==> config.mk <==
export PLATFORM = sky130hd
export DESIGN_NAME = systolic_scheduler
export DESIGN_NICKNAME = d
export VERILOG_FILES = /design/src/rtl/systolic_scheduler.sv
export SDC_FILE = /design/constraint.sdc
export NUM_CORES = 1
export LEC_CHECK = 0
export ABC_CLOCK_PERIOD_IN_PS = 7000
export BUFFER_PORTS_ARGS = -buffer_cell sky130_fd_sc_hd__buf_4
export CAP_MARGIN = 20
export CORE_ASPECT_RATIO = 1.1
export CORE_MARGIN = 2
export CORE_UTILIZATION = 50
export CTS_BUF_LIST = sky130_fd_sc_hd__clkbuf_16
export DETAILED_ROUTE_END_ITERATION = 8
export MAX_ROUTING_LAYER = met4
export PLACE_DENSITY_LB_ADDON = 0.25
export SYNTH_ARGS = -nofsm -noshare
export SYNTH_HDL_FRONTEND = slang
export SYNTH_SLANG_ARGS = --single-unit
==> constraint.sdc <==
create_clock -name clk -period 7 [get_ports clk]
set_input_delay 0.7 -clock clk [delete_from_list [all_inputs] [get_ports clk]]
set_output_delay 0.7 -clock clk [all_outputs]
set_load 0.005 [all_outputs]
==> src/rtl/systolic_scheduler.sv <==
// systolic_scheduler: holds host-loaded operand matrices A and B in row
// buffers and, on start, clears the systolic array accumulators and streams
// A rows / B columns onto the array edges with diagonal skew. Trailing zero
// steps drain the array, and a one-cycle done pulse then marks the results
// as final.
module systolic_scheduler #(
    parameter int SIZE  = 4,
    parameter int WIDTH = 8
) (
    input  logic                      clk,
    input  logic                      reset,
    input  logic                      wr_en,
    input  logic                      wr_sel,
    input  logic [$clog2(SIZE)-1:0]   wr_row,
    input  logic [SIZE*WIDTH-1:0]     wr_data,
    input  logic                      start,
    output logic                      busy,
    output logic                      done,
    output logic                      sa_clear,
    output logic                      sa_enable,
    output logic [SIZE*WIDTH-1:0]     x_out,
    output logic [SIZE*WIDTH-1:0]     w_out,
    output logic [$clog2(3*SIZE)-1:0] step
);

    localparam int STEP_W = $clog2(3*SIZE);
    localparam logic [STEP_W-1:0] LAST_K = STEP_W'(3*SIZE-3);

    typedef enum logic [1:0] {
        IDLE,
        CLEAR,
        FEED,
        DONE
    } state_t;

    state_t state;

    // Row buffers: a_buf[r] holds row r of A, b_buf[r] holds row r of B.
    logic [SIZE*WIDTH-1:0] a_buf [SIZE];
    logic [SIZE*WIDTH-1:0] b_buf [SIZE];

    logic [STEP_W-1:0]     next_k;
    logic [SIZE*WIDTH-1:0] feed_x;
    logic [SIZE*WIDTH-1:0] feed_w;

    // Feed index that the registered lanes will present in the coming cycle.
    // It is 0 when leaving CLEAR and step+1 while FEED continues.
    always_comb begin
        next_k = '0;
        if (state == FEED) begin
            next_k = step + 1'b1;
        end
    end

    // Diagonal skew for index next_k. Row lane i carries A[i][c] where
    // i + c == next_k. Column lane j carries B[r][j] where r + j == next_k.
    // Indices beyond 2*SIZE-2 match nothing, so the drain steps are all zero.
    always_comb begin
        feed_x = '0;
        feed_w = '0;
        for (int i = 0; i < SIZE; i++) begin
            for (int c = 0; c < SIZE; c++) begin
                if (int'(next_k) == i + c) begin
                    feed_x[i*WIDTH +: WIDTH] = a_buf[i][c*WIDTH +: WIDTH];
                end
            end
        end
        for (int j = 0; j < SIZE; j++) begin
            for (int r = 0; r < SIZE; r++) begin
                if (int'(next_k) == r + j) begin
                    feed_w[j*WIDTH +: WIDTH] = b_buf[r][j*WIDTH +: WIDTH];
                end
            end
        end
    end

    // Host writes land only in IDLE, so the buffers stay frozen for a whole run.
    // A write in the same cycle as start still commits before the first FEED read.
    always_ff @(posedge clk) begin
        if (!reset) begin
            for (int r = 0; r < SIZE; r++) begin
                a_buf[r] <= '0;
                b_buf[r] <= '0;
            end
        end else if (state == IDLE && wr_en) begin
            if (wr_sel) begin
                b_buf[wr_row] <= wr_data;
            end else begin
                a_buf[wr_row] <= wr_data;
            end
        end
    end

    // Run sequencer: IDLE -> CLEAR -> FEED (3*SIZE-2 steps) -> DONE -> IDLE.
    // Every output is registered here. start is looked at only in IDLE.
    always_ff @(posedge clk) begin
        if (!reset) begin
            state     <= IDLE;
            busy      <= 1'b0;
            done      <= 1'b0;
            sa_clear  <= 1'b0;
            sa_enable <= 1'b0;
            x_out     <= '0;
            w_out     <= '0;
            step      <= '0;
        end else begin
            case (state)
                IDLE: begin
                    done      <= 1'b0;
                    sa_enable <= 1'b0;
                    x_out     <= '0;
                    w_out     <= '0;
                    step      <= '0;
                    if (start) begin
                        state    <= CLEAR;
                        busy     <= 1'b1;
                        sa_clear <= 1'b1;
                    end else begin
                        busy     <= 1'b0;
                        sa_clear <= 1'b0;
                    end
                end
                CLEAR: begin
                    state     <= FEED;
                    sa_clear  <= 1'b0;
                    sa_enable <= 1'b1;
                    step      <= '0;
                    x_out     <= feed_x;
                    w_out     <= feed_w;
                end
                FEED: begin
                    if (step == LAST_K) begin
                        state     <= DONE;
                        sa_enable <= 1'b0;
                        done      <= 1'b1;
                        step      <= '0;
                        x_out     <= '0;
                        w_out     <= '0;
                    end else begin
                        step  <= next_k;
                        x_out <= feed_x;
                        w_out <= feed_w;
                    end
                end
                DONE: begin
                    state <= IDLE;
                    done  <= 1'b0;
                    busy  <= 1'b0;
                end
                default: begin
                    state     <= IDLE;
                    busy      <= 1'b0;
                    done      <= 1'b0;
                    sa_clear  <= 1'b0;
                    sa_enable <= 1'b0;
                    x_out     <= '0;
                    w_out     <= '0;
                    step      <= '0;
                end
            endcase
        end
    end

endmodule

==> impl_metrics.toml, run 1 <==
[die]
floorplan.die.width_um = 164
fp.coreArea_um2 = 27900
die_y_um = 180
floorplan.initialDensity = 0.508
i_o_pins = 111
fp-row-count = 64
die_area_um2 = 29700

[finish]
antennaDiodeCount = 0
fillers = 2237
syn2layout_area_growth_pct = 16.6
ff_latch_area_um2 = 9170
finished_cell_area_um2 = 16500
final_layout_size_suffix_gt1_frac = 0.168
layoutNonFillerInstCount = 1623
finalNetCount = 1282
multiInputGateArea_um2 = 4620

[synthesis]
yosysWarnings = 0
synthCells = 1150
synth_top_flop_cell = "edfxtp_1"
netlist-cell-type-count = 57
post_synth_design_cell_area_um2 = 14200
synthesized_area_divided_by_synthesized_cell_count_um2 = 12.3
synth_top_cells_by_area = "edfxtp_1 54%, dfxtp_1 10%, and2_1 10%"
ys_seq_area_frac = 0.648
synthDominantAreaCellType = "edfxtp_1"
synth_top_cell_area_share = 0.543
yosysMostFrequentCell = "edfxtp_1"
asyncSetResetFlopFracSynth = 0
synth-edff-count = 256
ys_ff_latch = 330
syn-num-nets = 1197
synth.top_cells.by_count = "256 x edfxtp_1, 228 x and2_1, 81 x nand2_1, 74 x dfxtp_1, 74 x o21ai_0"

[placement]
numPortBuffers = 110
dp_wirelength_um = 22200
dpl.cell_count = 1560
gp_congestion = 0.835
placed_cell_area_um2 = 15300

[timing]
finalHoldViolations = 0
max_slew_headroom_at_the_worst_pin = 0.311
fin_tns_setup_ns = 0
timing.final.crit_period_ns = 3.62
worst-slew-pin-transition_ns = 1.03
final_report_setup_violation_count = 0
slew_viol_final = 0
max_freq_mhz = 276
rsz_0062_raised_after_global_routing = "false"
finalCritPeriodShare = 0.517
clock_skew_ns = 0.0198

[worst_setup_path]
path_delay_family = "simple AND/OR/NAND/NOR gates"
worstPathBufferInverterCount = 0
timing.critical_path.cells = "ha_1, nand2_1, nor4_4, or2_1, a221oi_1, a21oi_1"
path_class = "reg -> reg"
crit_path_start_kind = "flip-flop"
crit_required_ns = 7.44
critical-path-slowest-cell = "dfxtp_1"
critical-path-max-stage-delay_ns = 0.82
critical_path_arrival_ns = 4.06
worst_path_max_fanout = 20
end_kind = "flip-flop"

[clock_tree]
clock_insertion_delay_worst_skew_ns = 0.52
cts.hold.buffers_added = 0
cts.path.max_buffers = 3
cts_inserted_buffers = 34
clockRootBuffer = "clkbuf_16"
cts_tree = "done"
cts_h_tree_depth = 2
ctsResizeCount = 0
clock_sinks = 330
cts.clk_slew.worst_paths_ns = 0.07
cts_setup_buffers = 0

[global_route]
overall_track_demand_over_capacity_in_global_routing = 0.266
grt_start_max_net_pins = 72
grt_antenna_before_repair = 0
grt_first_pass_wirelength_um = 56900
grt-ovfl-total = 0
first_global_vias = 9456

[hold_path]
hold_class = "reg -> reg"

[drt]
dr.first_iter.drc_count = 1060
post_drt_via_cell_ratio = 5.96
antenna_violating_nets_left = 0
routedWlPerCell_um = 23.5
dr_total_vias = 9675
drt_pass1_iterations = 7
wirelength_um = 38200
detail_route.drc_violations = 0

[flow_run]
count_of_maximum_capacitance_violations = 0

[run_status]
status = "complete, no violations"

[power]
p_leak_nw = 6.09
ir_worst_vdd_uv = 237
power_density_nw_per_um2 = 294
## cell families (layout without fill, tap and decap cells)
group,count (synthesis),in the layout,synth area share
and+or+nand+nor,443,443,0.181
DFF,330,330,0.648
AOI/OAI and AO/OA,273,273,0.130
buffers and inverters,93,203,0.0308
adders and majority gates,8,8,0.00707
xor gates and xnor gates,2,2,0.00256
muxes,1,1,0.000707
## layout by cell type, fill, tap and decap left out, types with 4 or more instances in the layout
cell,netlist,final
o21ai_0,74,68
o221ai_1,16,16
clkbuf_16,0,34
clkinv_1,1,10
o21ai_1,13,13
nand2_1,81,81
buf_4,8,132
bufinv_16,0,8
o21ai_2,1,4
a221oi_1,31,31
a21boi_0,21,21
inv_1,6,9
a22oi_1,48,48
edfxtp_1,256,256
a221o_1,15,15
dfxtp_1,74,74
nor2_1,46,44
a21oi_1,39,39
ha_1,8,8
nor3_1,6,4
and4_1,16,16
and3_1,36,36
and2_1,228,227
## power breakdown
part	internal [mW]	switching (mW)	total, mW
Combinational	0.197	0.401	0.598
Clock	1.19	0.754	1.94
Sequential	2.25	0.0552	2.31
Total	3.64	1.21	4.85
## flip-flops by register name, indices dropped and copies added (netlist names)
name       count
w_out         32
step           4
sa_enable      1
a_buf        128
state          2
b_buf        128
x_out         32
busy           1
sa_clear       1
done           1
## routing by layer
layer  global-route usage  routed length (um)  vias to the layer above
li1                     -                   -                     4401
met1                0.358               16200                     4826
met2                0.410               17900                      368
met3               0.0354                2620                       80
met4                0.110                1500                        0
met5                    -                   0                        -
## area by class of cell
class,count,area share
flip-flops and latches,330,0.555
multi-input cells,727,0.280
repair buffers,135,0.0626
clock buffers,34,0.0515
well taps,363,0.0275
clock inverters,27,0.0211
inverters,7,0.00159
## metrics by stage
| stage | utilization | setup slack [ns] | power [mW] | hold slack, ns |
|---|---|---|---|---|
| 2_1_floorplan | - | 3.07 | 2.70 | 0.443 |
| 3_3_place_gp | 0.548 | 3.64 | 2.91 | 0.439 |
| 3_5_place_dp | 0.548 | 3.44 | 2.93 | 0.451 |
| 4_1_cts | 0.591 | 3.43 | 4.85 | 0.458 |
| 5_1_grt | 0.592 | 3.13 | 5.01 | 0.484 |
| 6_report | 0.592 | 3.38 | 4.85 | 0.452 |
## path summary, 6_finish.rpt
path / from / end / slack (ns) / cells after the start
worst min-delay path: w_out[11] / w_out[11] / 0.45 / 2
worst max register to register: step[0] / x_out[22] / 3.38 / 6
worst min register to register: w_out[11] / w_out[11] / 0.45 / 2
worst max-delay path: step[0] / x_out[22] / 3.38 / 6
## tightest hold or removal path, cell delays in order, from the launching register on
cell,delay (ns)
dfxtp_1,0.31
nand2_1,0.05
o21ai_1,0.05
No activity file was read; power rests on OpenSTA's default activity.
==> run 2, diff against run 1 <==
--- a/config.mk
+++ b/config.mk
@@ -5,7 +5,7 @@
 export SDC_FILE = /design/constraint.sdc
 export NUM_CORES = 1
 export LEC_CHECK = 0
-export ABC_CLOCK_PERIOD_IN_PS = 7000
+export ABC_CLOCK_PERIOD_IN_PS = 3700
 export BUFFER_PORTS_ARGS = -buffer_cell sky130_fd_sc_hd__buf_4
 export CAP_MARGIN = 20
 export CORE_ASPECT_RATIO = 1.1
==> constraint.sdc (replaced) <==
create_clock -name clk -period 3.7 [get_ports clk]
set_input_delay 0.37 -clock clk [delete_from_list [all_inputs] [get_ports clk]]
set_output_delay 0.37 -clock clk [all_outputs]
set_load 0.005 [all_outputs]
==> impl_metrics.toml, run 2 (synthesis results as in run 1) <==
[clock_tree]
cts.hold.buffers_added = 0
clock_insertion_delay_worst_skew_ns = 0.51
clockRootBuffer = "clkbuf_16"
cts_setup_buffers = 0
clock_sinks = 330
ctsResizeCount = 0
cts_inserted_buffers = 34
cts.clk_slew.worst_paths_ns = 0.06
cts_tree = "done"
cts.path.max_buffers = 3
cts_h_tree_depth = 2

[timing]
clock_skew_ns = 0.0192
max_freq_mhz = 337
timing.final.crit_period_ns = 2.97
worst-slew-pin-transition_ns = 0.830
finalCritPeriodShare = 0.803
max_slew_headroom_at_the_worst_pin = 0.445
setup_ws_ns = 0.728
rsz_0062_raised_after_global_routing = "false"
slew_viol_final = 0
final_report_setup_violation_count = 0
finalHoldViolations = 0

[global_route]
grt_antenna_before_repair = 0
grt_start_max_net_pins = 49
overall_track_demand_over_capacity_in_global_routing = 0.266
grt_first_pass_wirelength_um = 57100
first_global_vias = 9644
grt-ovfl-total = 0

[drt]
dr_total_vias = 9724
wirelength_um = 37900
detail_route.drc_violations = 0
routedWlPerCell_um = 23.2
dr.first_iter.drc_count = 805
drt_pass1_iterations = 5
post_drt_via_cell_ratio = 5.95
antenna_violating_nets_left = 0

[worst_setup_path]
end_kind = "flip-flop"
critical-path-max-stage-delay_ns = 0.82
timing.critical_path.depth = 7
r2r_setup_slack_ns = 0.73
worstPathBufferInverterCount = 1
timing.critical_path.cells = "ha_1, and2_1, a21oi_1, nor2_2, buf_4, a211oi_1, a21oi_1"
crit_path_start_kind = "flip-flop"
critical_path_arrival_ns = 3.39
worst_path_max_fanout = 20
crit_path_start = "step[0]"
path_delay_family = "flip-flops"
worstReg2RegStart = "step[0]"
worst_case_reg_to_reg_path_depth = 7
path_class = "reg -> reg"
r2r-end = "x_out[18]"
worst_path_most_repeated_cell = "a21oi_1"
crit_end = "x_out[18]"
critical-path-slowest-cell = "dfxtp_1"
crit_required_ns = 4.12

[die]
die_area_um2 = 29700
fp.coreArea_um2 = 27900
die_y_um = 180
floorplan.initialDensity = 0.508
floorplan.die.width_um = 164
i_o_pins = 111
fp-row-count = 64

[finish]
layout_top_registers = "a_buf: 128 flops, b_buf: 128 flops"
ff_latch_area_um2 = 9170
finalNetCount = 1293
fillers = 2272
final_layout_size_suffix_gt1_frac = 0.168
syn2layout_area_growth_pct = 15.9
multiInputGateArea_um2 = 4610
mostFrequentLayoutCell = "edfxtp_1"
layout_common_cells = "256 x edfxtp_1, 227 x and2_1, 144 x buf_4"
layoutNonFillerInstCount = 1635

[hold_path]
hold_class = "in -> reg"
hold_path.startpoint = "start"

[placement]
numPortBuffers = 110
place_ws_ns = 0.763
dpl.cell_count = 1573
dp_wirelength_um = 22600
gp_congestion = 0.851

[power]
p_leak_nw = 6.11
power_density_nw_per_um2 = 528
ir_worst_vdd_uv = 309

[run_status]
status = "complete, no violations"

[flow_run]
count_of_maximum_capacitance_violations = 0
## run 2: cell count changes in the layout (fill, tap and decap cells not counted), sizes merged
cell	change
buf	+11
bufinv	-7
diode	+1
inv	+8
clkbuf	+1
clkinvlp	-2
## run 2: how the worst min path moves through the flow
stage / slack, ns / endpoint / depth (start not counted)
CTS: 0.17 / sa_clear / 3
global route: 0.20 / sa_clear / 3
detailed placement: 0.45 / w_out[11] / 2
global placement: 0.44 / w_out[11] / 2
finish: 0.18 / sa_clear / 3
floorplan: 0.44 / w_out[10] / 2
## run 2: per-layer routing
metal  vias to the layer above  track usage  part of all wire
met5                         -            -                 0
met4                         0        0.114             0.040
met3                        94       0.0364             0.076
met2                       415        0.413              0.47
met1                      4790        0.353              0.41
li1                       4425            -                 -
## run 2: worst reg2reg max path, cell delays in order (launching register included)
cell      delay, ns
dfxtp_1        0.82
ha_1           0.64
and2_1         0.23
a21oi_1        0.10
nor2_2         0.47
buf_4          0.35
a211oi_1       0.11
a21oi_1        0.17
## run 2: cell type report
type | count | area share
sequential | 330 | 0.559
multi-input combinational | 727 | 0.281
timing repair buffer | 146 | 0.0684
clock buffer | 35 | 0.0534
tap | 363 | 0.0277
clock inverter | 26 | 0.00847
inverter | 7 | 0.00160
antenna | 1 | 0.000153
## run 2: power by group
| part | internal (mW) | switching [mW] |
|---|---|---|
| Sequential | 4.26 | 0.101 |
| Combinational | 0.378 | 0.754 |
| Clock | 1.78 | 1.38 |
## run 2: metrics by stage
stage / TNS (ns) / hold slack, ns / utilization / power (mW) / instance area [um2]
floorplan: -7.79 / 0.443 / - / 5.10 / 14200
global placement: 0 / 0.441 / 0.552 / 5.53 / 15400
detailed placement: 0 / 0.450 / 0.552 / 5.56 / 15400
CTS: 0 / 0.170 / 0.588 / 8.68 / 16400
global route: 0 / 0.196 / 0.588 / 8.97 / 16400
finish: 0 / 0.182 / 0.589 / 8.65 / 16400
==> run 3, diff against run 2 <==
--- a/config.mk
+++ b/config.mk
@@ -5,7 +5,7 @@
 export SDC_FILE = /design/constraint.sdc
 export NUM_CORES = 1
 export LEC_CHECK = 0
-export ABC_CLOCK_PERIOD_IN_PS = 3700
+export ABC_CLOCK_PERIOD_IN_PS = 2950
 export BUFFER_PORTS_ARGS = -buffer_cell sky130_fd_sc_hd__buf_4
 export CAP_MARGIN = 20
 export CORE_ASPECT_RATIO = 1.1
==> constraint.sdc (replaced) <==
create_clock -name clk -period 2.95 [get_ports clk]
set_input_delay 0.295 -clock clk [delete_from_list [all_inputs] [get_ports clk]]
set_output_delay 0.295 -clock clk [all_outputs]
set_load 0.005 [all_outputs]
==> impl_metrics.toml, run 3 (synthesis results as in run 1) <==
[die]
i_o_pins = 111
die_area_um2 = 29700
fp.coreArea_um2 = 27900
floorplan.initialDensity = 0.508
floorplan.die.width_um = 164
fp-row-count = 64
die_y_um = 180

[finish]
layout_common_cells = "256 x edfxtp_1, 227 x and2_1, 149 x buf_4"
finalNetCount = 1298
ff_latch_area_um2 = 9170
final_layout_size_suffix_gt1_frac = 0.171
multiInputGateArea_um2 = 4610
fillers = 2264
syn2layout_area_growth_pct = 16.3
mostFrequentLayoutCell = "edfxtp_1"
layoutNonFillerInstCount = 1640
layout_top_registers = "a_buf: 128 flops, b_buf: 128 flops"

[clock_tree]
cts.path.max_buffers = 3
clock_insertion_delay_worst_skew_ns = 0.51
cts_h_tree_depth = 2
cts_inserted_buffers = 34
cts_tree = "done"
clock_sinks = 330
clockRootBuffer = "clkbuf_16"
cts.hold.buffers_added = 0
cts.clk_slew.worst_paths_ns = 0.06
ctsResizeCount = 0
cts_setup_buffers = 0

[worst_setup_path]
crit_required_ns = 3.38
end_kind = "flip-flop"
path_class = "reg -> reg"
timing.critical_path.cells = "inv_1, ha_1, nor4b_1, and2_4, a21boi_0, and4_1, a21oi_2"
critical-path-slowest-cell = "and2_4"
crit_path_start_kind = "flip-flop"
critical-path-max-stage-delay_ns = 0.61
critical_path_arrival_ns = 3.02
worst_path_max_fanout = 39
worst_case_reg_to_reg_path_depth = 7

[timing]
finalCritPeriodShare = 0.881
rsz_0062_raised_after_global_routing = "false"
hold-worst-slack_ns = 0.111
timing.final.crit_period_ns = 2.60
clock_skew_ns = 0.0259
worst-slew-pin-transition_ns = 0.833
max_freq_mhz = 385
final_report_setup_violation_count = 0
finalHoldViolations = 0
fin_tns_setup_ns = 0
max_slew_headroom_at_the_worst_pin = 0.444
slew_viol_final = 0

[flow_run]
count_of_maximum_capacitance_violations = 0

[placement]
numPortBuffers = 110
dp_wirelength_um = 22600
dpl.cell_count = 1578
gp_congestion = 0.800

[global_route]
grt_antenna_before_repair = 1
grtUsageMet2 = 0.423
global_route.usage.met3 = 0.0338
top_usage_layer = "met2"
overall_track_demand_over_capacity_in_global_routing = 0.269
grt_first_pass_wirelength_um = 57700
grt_start_max_net_pins = 49
globalRouteMet1Util = 0.365
first_global_vias = 9593
grt-ovfl-total = 0

[power]
p_leak_nw = 6.14
post-layout-total-power_mw = 11.0
power_density_nw_per_um2 = 666
ir_worst_vdd_uv = 440

[drt]
antenna_violating_nets_left = 0
dr_total_vias = 9792
drt_pass1_iterations = 5
routedWlPerCell_um = 23.4
wirelength_um = 38300
post_drt_via_cell_ratio = 5.97
detail_route.drc_violations = 0
dr.first_iter.drc_count = 1082

[run_status]
status = "complete, no violations"

[hold_path]
hold_class = "in -> reg"
timing.hold.worst_path_depth = 3
[run 3: cell types whose count changed in the layout (fill, tap and decap cells not counted), sizes merged]
cell      delta
buf          +5
bufinv       +1
diode        +1
clkinv       -3
clkinvlp     +1
[run 3: routing by layer]
metal / wire (um) / share of wire
met5: 0 / 0
met4: 1110 / 0.029
met3: 2920 / 0.076
met2: 18400 / 0.48
met1: 15900 / 0.42
[run 3: power by group]
group	leakage [nW]	total [mW]	switching [mW]	internal (mW)
clock network	0.550	4.04	1.72	2.32
logic	2.34	1.47	0.970	0.497
registers	3.25	5.46	0.115	5.34
[run 3: final timing paths]
kind / slack (ns) / endpoint / start
min: 0.11 / sa_clear / start
max reg2reg: 0.35 / w_out[25] / step[1]
min reg2reg: 0.45 / w_out[12] / w_out[12]
max: 0.35 / w_out[25] / step[1]
[run 3: metrics by stage]
step / utilization / setup slack [ns] / area [um2]
2_1_floorplan: - / -0.831 / 14200
3_3_place_gp: 0.553 / 0.516 / 15400
3_5_place_dp: 0.553 / 0.383 / 15400
4_1_cts: 0.591 / 0.368 / 16500
5_1_grt: 0.591 / 0.150 / 16500
6_report: 0.591 / 0.352 / 16500
[run 3: worst max-delay path, delay by kind of cell, from the launching register on]
kind	cells	cell delay, ns
AOI/OAI and AO/OA	2	0.30
buffers and inverters	1	0.08
DFF	1	0.49
adders and majority gates	1	0.41
and+or+nand+nor	3	1.23
[run 3: layout make-up]
cell class | instances | share of cell area
flip-flops and latches | 330 | 0.557
multi-input cells | 727 | 0.280
repair buffers | 151 | 0.0704
clock buffers | 35 | 0.0532
well taps | 363 | 0.0276
clock inverters | 25 | 0.00988
inverters | 7 | 0.00160
diodes | 2 | 0.000304
